File: src/rtl/imm_pkg.sv
// Shared types for the registered immediate generator: format selects,
// skid-buffer occupancy states and the XLEN legality check.
package imm_pkg;

  typedef enum logic [2:0] {
    IMM_I     = 3'b000,
    IMM_S     = 3'b001,
    IMM_B     = 3'b010,
    IMM_U     = 3'b011,
    IMM_J     = 3'b100,
    IMM_SHAMT = 3'b101,
    IMM_CSR   = 3'b110,
    IMM_BAD   = 3'b111
  } imm_src_t;

  typedef enum logic [1:0] {
    ST_EMPTY = 2'd0,
    ST_ONE   = 2'd1,
    ST_TWO   = 2'd2
  } buf_state_t;

  function automatic bit imm_xlen_legal(input int xlen);
    return (xlen == 32) || (xlen == 64);
  endfunction

endpackage

File: src/rtl/imm_format.sv
// Combinational immediate extraction for all RISC-V formats, widened to XLEN.
module imm_format
  import imm_pkg::*;
#(
  parameter int XLEN = 32
) (
  input  logic [31:0]     instr,
  input  logic [2:0]      imm_src,
  output logic [XLEN-1:0] imm,
  output logic            err
);

  // Every format fits a signed 32-bit value whose sign-extension to XLEN is
  // correct (shamt and CSR uimm have bit 31 clear, so they zero-extend).
  logic signed [31:0] imm32;

  always_comb begin
    imm32 = '0;
    err   = 1'b0;
    case (imm_src_t'(imm_src))
      IMM_I:     imm32 = {{20{instr[31]}}, instr[31:20]};
      IMM_S:     imm32 = {{20{instr[31]}}, instr[31:25], instr[11:7]};
      IMM_B:     imm32 = {{19{instr[31]}}, instr[31], instr[7], instr[30:25],
                          instr[11:8], 1'b0};
      IMM_U:     imm32 = {instr[31:12], 12'b0};
      IMM_J:     imm32 = {{11{instr[31]}}, instr[31], instr[19:12], instr[20],
                          instr[30:21], 1'b0};
      IMM_SHAMT: imm32 = (XLEN == 64) ? {26'b0, instr[25:20]}
                                      : {27'b0, instr[24:20]};
      IMM_CSR:   imm32 = {27'b0, instr[19:15]};
      default: begin
        imm32 = '0;
        err   = 1'b1;
      end
    endcase
  end

  assign imm = XLEN'(imm32);

endmodule

File: src/rtl/imm_gen_pipe.sv
// Registered immediate generator: format decode at the input, then a 2-entry
// skid buffer (output register + skid register) and a saturating error counter.
module imm_gen_pipe
  import imm_pkg::*;
#(
  parameter int XLEN      = 32,
  parameter int TAG_W     = 32,
  parameter int ERR_CNT_W = 8
) (
  input  logic                 clk,
  input  logic                 rst_n,
  input  logic                 flush,
  input  logic                 in_valid,
  output logic                 in_ready,
  input  logic [31:0]          instr,
  input  logic [2:0]           ImmSrc,
  input  logic [TAG_W-1:0]     tag_in,
  output logic                 out_valid,
  input  logic                 out_ready,
  output logic [XLEN-1:0]      ImmOp,
  output logic [TAG_W-1:0]     tag_out,
  output logic                 imm_err,
  output logic [ERR_CNT_W-1:0] err_count
);

  if (!imm_xlen_legal(XLEN)) begin : g_bad_xlen
    $error("imm_gen_pipe: XLEN must be 32 or 64");
  end

  buf_state_t             state_q, state_d;
  logic [XLEN-1:0]        out_imm_q, out_imm_d, skid_imm_q, skid_imm_d;
  logic [TAG_W-1:0]       out_tag_q, out_tag_d, skid_tag_q, skid_tag_d;
  logic                   out_err_q, out_err_d, skid_err_q, skid_err_d;
  logic [ERR_CNT_W-1:0]   err_cnt_q, err_cnt_d;

  logic [XLEN-1:0]        new_imm;
  logic                   new_err;
  logic                   accept, deliver;

  imm_format #(.XLEN(XLEN)) u_format (
    .instr   (instr),
    .imm_src (ImmSrc),
    .imm     (new_imm),
    .err     (new_err)
  );

  // Both handshake outputs come straight from the state register.
  assign in_ready  = (state_q != ST_TWO);
  assign out_valid = (state_q != ST_EMPTY);
  assign accept    = in_valid && in_ready;
  assign deliver   = out_valid && out_ready;

  always_comb begin
    state_d    = state_q;
    out_imm_d  = out_imm_q;
    out_tag_d  = out_tag_q;
    out_err_d  = out_err_q;
    skid_imm_d = skid_imm_q;
    skid_tag_d = skid_tag_q;
    skid_err_d = skid_err_q;
    err_cnt_d  = err_cnt_q;

    case (state_q)
      ST_EMPTY: begin
        if (accept) begin
          state_d   = ST_ONE;
          out_imm_d = new_imm;
          out_tag_d = tag_in;
          out_err_d = new_err;
        end
      end
      ST_ONE: begin
        if (accept && deliver) begin
          out_imm_d = new_imm;
          out_tag_d = tag_in;
          out_err_d = new_err;
        end else if (accept) begin
          state_d    = ST_TWO;
          skid_imm_d = new_imm;
          skid_tag_d = tag_in;
          skid_err_d = new_err;
        end else if (deliver) begin
          state_d = ST_EMPTY;
        end
      end
      ST_TWO: begin
        if (deliver) begin
          state_d   = ST_ONE;
          out_imm_d = skid_imm_q;
          out_tag_d = skid_tag_q;
          out_err_d = skid_err_q;
        end
      end
      default: state_d = ST_EMPTY;
    endcase

    // Flush wins over any same-edge accept or deliver; the counter survives it.
    if (flush) begin
      state_d = ST_EMPTY;
    end else if (accept && new_err && (err_cnt_q != '1)) begin
      err_cnt_d = err_cnt_q + ERR_CNT_W'(1);
    end
  end

  always_ff @(posedge clk or negedge rst_n) begin
    if (!rst_n) begin
      state_q    <= ST_EMPTY;
      out_imm_q  <= '0;
      out_tag_q  <= '0;
      out_err_q  <= 1'b0;
      skid_imm_q <= '0;
      skid_tag_q <= '0;
      skid_err_q <= 1'b0;
      err_cnt_q  <= '0;
    end else begin
      state_q    <= state_d;
      out_imm_q  <= out_imm_d;
      out_tag_q  <= out_tag_d;
      out_err_q  <= out_err_d;
      skid_imm_q <= skid_imm_d;
      skid_tag_q <= skid_tag_d;
      skid_err_q <= skid_err_d;
      err_cnt_q  <= err_cnt_d;
    end
  end

  assign ImmOp     = out_imm_q;
  assign tag_out   = out_tag_q;
  assign imm_err   = out_err_q;
  assign err_count = err_cnt_q;

endmodule
File: config.mk
export PLATFORM = sky130hd
export DESIGN_NAME = imm_gen_pipe
export DESIGN_NICKNAME = d
export VERILOG_FILES = /design/src/rtl/imm_pkg.sv /design/src/rtl/imm_format.sv /design/src/rtl/imm_gen_pipe.sv
export SDC_FILE = /design/constraint.sdc
export NUM_CORES = 1
export LEC_CHECK = 0
export CORE_ASPECT_RATIO = 0.9
export CORE_MARGIN = 3
export CORE_UTILIZATION = 50
export CTS_BUF_LIST = sky130_fd_sc_hd__clkbuf_8 sky130_fd_sc_hd__clkbuf_16
export DETAILED_ROUTE_END_ITERATION = 16
export PLACE_DENSITY = 0.86
export SKIP_LAST_GASP = 1
export SLEW_MARGIN = 20
export SYNTH_ARGS = -nofsm -noshare
export SYNTH_HDL_FRONTEND = slang
export SYNTH_SLANG_ARGS = --single-unit
File: constraint.sdc
create_clock -name clk -period 1.9 [get_ports clk]
set_clock_uncertainty 0.1 [all_clocks]
set_input_delay 0.19 -clock clk [delete_from_list [all_inputs] [get_ports clk]]
set_output_delay 0.19 -clock clk [all_outputs]
set_load 0.03 [all_outputs]
== Yosys cells after proc, flatten, opt, wreduce, memory -nomap -nowiden ==
Cells that the tools add are included.

* Register bits after elaboration: 140
* Latch bits: 0
* Memory bits (writable): 0
* Memory bits (read-only): 0
* Input bits: 72
* Output and inout bits: 75
* Logic and storage cells: 63
* Memories kept: 0

* Add/subtract/negate cells: 1
* $mul: 0
* Divide/modulo/power cells: 0
* Magnitude comparators: 0
* Eq/ne operators: 17
* Shift operators: 0
* Mux-type cells: 21
* Bitwise logic cells: 2
* Reduce and logical (&&, ||, !) cells: 14

{| class="wikitable"
|+ Operators with widths
! operator !! count
|-
| $pmux 32 s7 || 1
|-
| $mux 32 || 6
|-
| $pmux 32 s3 || 2
|-
| $mux 2 || 6
|-
| $eq 3x3->1 const B || 3
|-
| $ne 3x3->1 const B || 3
|-
| $add 8x1->8 const B || 1
|-
| $ne 2x2->1 const B || 4
|-
| $ne 8x8->1 const B || 1
|-
| $reduce_and 4->1 || 2
|-
| $reduce_or 7->1 || 1
|-
| $eq 3x2->1 const B || 2
|-
| $pmux 2 s3 || 1
|-
| $logic_and 1x1->1 || 5
|-
| $mux 1 || 4
|-
| $ne 4x4->1 const B || 1
|-
| $eq 3x1->1 const B || 1
|-
| $logic_not 3->1 || 1
|-
| $pmux 1 s3 || 1
|-
| $reduce_and 3->1 || 1
|-
| $reduce_bool 3->1 || 1
|-
| $eq 2x1->1 const B || 1
|-
| $eq 2x2->1 const B || 1
|-
| $logic_not 2->1 || 1
|-
| other kinds (3) || 4
|}

== Longest topological paths before layout ==
* Word-level depth: 7
* Depth in mapped cells: 7
* Gate-level depth less buffers: 5

== Modules after synthesis ==
From an unflattened synthesis, not the netlist that was laid out.

* Cells, all modules: 630
* Area, all modules: 6757.7 sq um

{| class="wikitable"
|+ By module, submodules not included
! module !! times used !! cells an instance !! area each (sq um) !! seq. area each (sq um)
|-
| imm_gen_pipe || 1 || 543 || 6160.9 || 3503.4
|-
| imm_format || 1 || 87 || 596.8 || 0.0
|}

== Worst setup path after synthesis ==
No wires, ideal clock.

* Kind: reg-to-reg
* Start: register err_cnt_q[0], in the netlist err_count[0]
* End: register err_cnt_q[1], in the netlist err_count[1]
* Setup time: 125 ps
* Data arrival time: 1572 ps
* Data required time: 1675 ps
* Setup slack: 103 ps
* Cell stages (with the launch flop): 5
* Path buffers: 0
* Clock period less this slack: 1797 ps
* Cell sequence: dfrtp_1 > ha_1 > nand3_1 > o2111ai_4 > mux2_2

* Word-level cells in the longest chain between the ends: 3
* Elaborated cells between the ends (all ways): 4
* Those cells by class: 1 x add/sub; 1 x eq/ne; 2 x reduce/logical

{| class="wikitable"
|+ Ends and longest elaborated chain
! what !! line !! source
|-
| start, declared || imm_gen_pipe.sv:34 || <nowiki>logic [ERR_CNT_W-1:0] err_cnt_q, err_cnt_d;</nowiki>
|-
| start signal, assigned || imm_gen_pipe.sv:123 || <nowiki>err_cnt_q <= err_cnt_d;</nowiki>
|-
| branches (longest 3 deep; another with $add 8x1->8) || -- ||
|}

Parallel ways; which one is timed is not known.
A chain may end at the register's enable or synchronous reset.

== Final worst setup path ==
* Start: register state_q[1]
* End: output port out_valid

* Word-level cells in the longest chain between the ends: 1

{| class="wikitable"
|+ Ends and longest elaborated chain
! what !! line !! source
|-
| start, declared || imm_gen_pipe.sv:30 || <nowiki>buf_state_t state_q, state_d;</nowiki>
|-
| start signal, assigned || imm_gen_pipe.sv:116 || <nowiki>state_q <= state_d;</nowiki>
|-
| $reduce_bool 2->1 || imm_gen_pipe.sv:49 || <nowiki>assign out_valid = (state_q != ST_EMPTY);</nowiki>
|-
| end, declared || imm_gen_pipe.sv:18 || <nowiki>output logic out_valid,</nowiki>
|}

Every way passes these cells.

==> impl_metrics.toml <==
[power]
p_leak_nw = 4.05
power.total_w = 0.00951
vdd_drop_max_uv = 660
pwr_density_cell_nw_per_um2 = 1080

[job]
max_cap_viol_count = 0

[timing]
fin_crit_sh = 0.982
hold_ws_ps = 184
rsz0062_at_grt = "true"
setup_tns_ps = 0
relSlewSlack = 0.607
final-hold-violation-count = 0
fin_crit_ps = 1870
report.final.slew_viol_count = 0
fmax_ghz = 0.536
worst_pin_slew_ps = 587
setup_viol = 0

[clocking]
cts_buffer_depth = 2
clkSlewWorstSetupHoldPaths_ps = 60
worstSkewPairLatency_ps = 410
clock-sinks = 140
cts_root_buf = "clkbuf_16"
cts_buffers = 17
tritoncts = "yes"
h-tree-depth = 4

[logic_synthesis]
synth_top_flop_cell = "dfrtp_1"
synthMuxAreaShare = 0.0813
synth_area_leader_cell = "dfrtp_1"
synthesis.nets = 663
synth_area_leaders = "dfrtp_1 56%, mux2_2 7.3%, nand2_1 5.5%"
synth_common_cells = "140 x dfrtp_1, 93 x nand2_1, 52 x nor2_1, 41 x mux2_2, 33 x a31oi_1"
ys_seq_area_frac = 0.556
yosysTopAreaCellShare = 0.556
syn_area_um2 = 6300
ys.warnings.count = 0
ys_async_sr_fraction = 1.00
synth-seq-cells = 140
synthAdderAreaFrac = 0.00358
synth-xor-area-share = 0.00974
synth_top_family_by_area = "compound AO/OA/AOI/OAI gates"
synthSimpleGateAreaFrac = 0.156
synth.avg_cell_area_um2 = 10.7
synth_compound_area_frac = 0.161
synthCells = 590
synth_most_common_cell = "dfrtp_1"
synth_edf_count = 0
ys_types = 44

[setup_path]
critPathTopFamily = "flip-flops"
critical_path_required_ps = 1610
worstRegToRegCells = 6
crit_arrival_ps = 1580
crit_fanout = 12
path_cells = "or2_2, dlygate4sd2_1"
critPathSlowestCell = "dfrtp_2"
crit_path_end_kind = "output port"
crit_cells = 2
crit_type = "register to output port"
setup.worst_path.start_class = "register"
max_stage_delay_ps = 490
critPathBufInv = 1

[die]
io_pins = 147
initial_core_util = 0.517
die-height_um = 112
die_area_um2 = 14000
row_count = 38
die_w_um = 124
core_um2 = 12200

[layout]
num_antenna_cells = 0
fin_cells = 918
fin_nets = 818
drive_above_1_share = 0.172
areaGrowthSynthToFinish_pct = 39.5
regArea_um2 = 3500
multi_input_area_um2 = 2620
final_util = 0.722
nFillCells = 876

[drt]
dr.pass1.iters = 5
post_drt_wl_per_cell_um = 18.7
vias = 5302
drc = 0
antenna_left = 0
vias_per_cell = 5.78
first_iter_violations = 566
postRouteWirelength_mm = 17.2

[grt]
first_global_vias = 5457
antenna_found_initial = 0
grt_pass1_wl_mm = 28.2
grt_overflow_total = 0
grt_max_degree = 49
grt.total_usage = 0.251

[placed_design]
dp_hpwl_mm = 11.8
gp_congestion = 0.922
io_buffers = 139
dp.cells = 883

[hold_path]
hold_class = "input pin to async pin"

[status]
status = "finished, final reports clean"
[cells by family (layout without fill, tap and decap cells)]
| group | count (synthesis) | in the layout |
|---|---|---|
| adders and majority gates | 2 | 2 |
| muxes | 46 | 46 |
| buffers and inverters | 45 | 213 |
| AOI/OAI and AO/OA | 141 | 141 |
| xor gates and xnor gates | 7 | 7 |
| DFF | 140 | 140 |
| and+or+nand+nor | 209 | 209 |
[sequential cells by signal, indices dropped and copies added, names as in the netlist]
name and count:
ImmOp 32, err_count 8, imm_err 1, skid_err_q 1, skid_imm_q 32, skid_tag_q 32, state_q 2, tag_out 32
[repair_timing]
| item | CTS | global route |
|---|---|---|
| gates resized for setup | 4 | 6 |
| setup endpoints to repair | 16 | 30 |
| setup buffers | 2 | 0 |
| hold endpoints to repair | 44 | 0 |
| gates cloned | 0 | 0 |
| hold buffers | 1 | 0 |
[layout by cell type (no fill, tap or decap), drive strengths merged, types with 6 or more instances in the layout]
cell / count
a22o: 19
a31oi: 33
a21oi: 14
a21o: 19
nand2: 94
and3: 20
nand3b: 7
nor2: 53
nand3: 6
clkinv: 6
nand2b: 9
dfrtp: 140
a221o: 19
mux2: 41
clkbuf: 18
o21ai: 28
clkdlybuf4s50: 133
xor2: 6
buf: 41
[area by class of cell]
| type | instances | share of cell area |
|---|---|---|
| clock buffer | 18 | 0.0500 |
| clock inverter | 14 | 0.0175 |
| inverter | 2 | 0.00114 |
| multi-input combinational | 405 | 0.299 |
| sequential | 140 | 0.399 |
| tap | 160 | 0.0228 |
| timing repair buffer | 179 | 0.211 |
[path summary, 6_finish.rpt]
kind | startpoint | endpoint | slack, ps
setup reg to reg | state_q[1] | tag_out[21] | 90
setup / recovery | state_q[1] | out_valid | 30
max in group asynchronous | rst_n | skid_tag_q[22] | 850
hold reg to reg | skid_imm_q[4] | skid_imm_q[4] | 380
hold / removal | rst_n | skid_tag_q[12] | 180
min in group clk | tag_in[18] | tag_out[18] | 280
[power breakdown]
| group | internal, W | total (W) | switching, W | leakage, nW |
|---|---|---|---|---|
| registers | 0.00356 | 0.00393 | 0.000366 | 1.72 |
| logic | 0.00108 | 0.00227 | 0.00119 | 2.04 |
| clock network | 0.00208 | 0.00330 | 0.00123 | 0.294 |
| total | 0.00672 | 0.00951 | 0.00278 | 4.05 |
[layer usage]
layer | wire, µm | part of all wire | track usage
met1 | 7000 | 0.41 | 0.320
met2 | 8680 | 0.50 | 0.422
met3 | 1070 | 0.062 | 0.0538
met4 | 456 | 0.027 | 0.103
met5 | 0 | 0 | 0
[per-stage QoR]
| stage | instance area [µm²] | setup WS, ps |
|---|---|---|
| floorplan | 6300 | 103 |
| global placement | 8140 | -239 |
| detailed placement | 8140 | -348 |
| CTS | 8760 | 0.592 |
| global route | 8780 | -14.3 |
| finish | 8780 | 34.7 |
(Power assumes the default switching activity.)
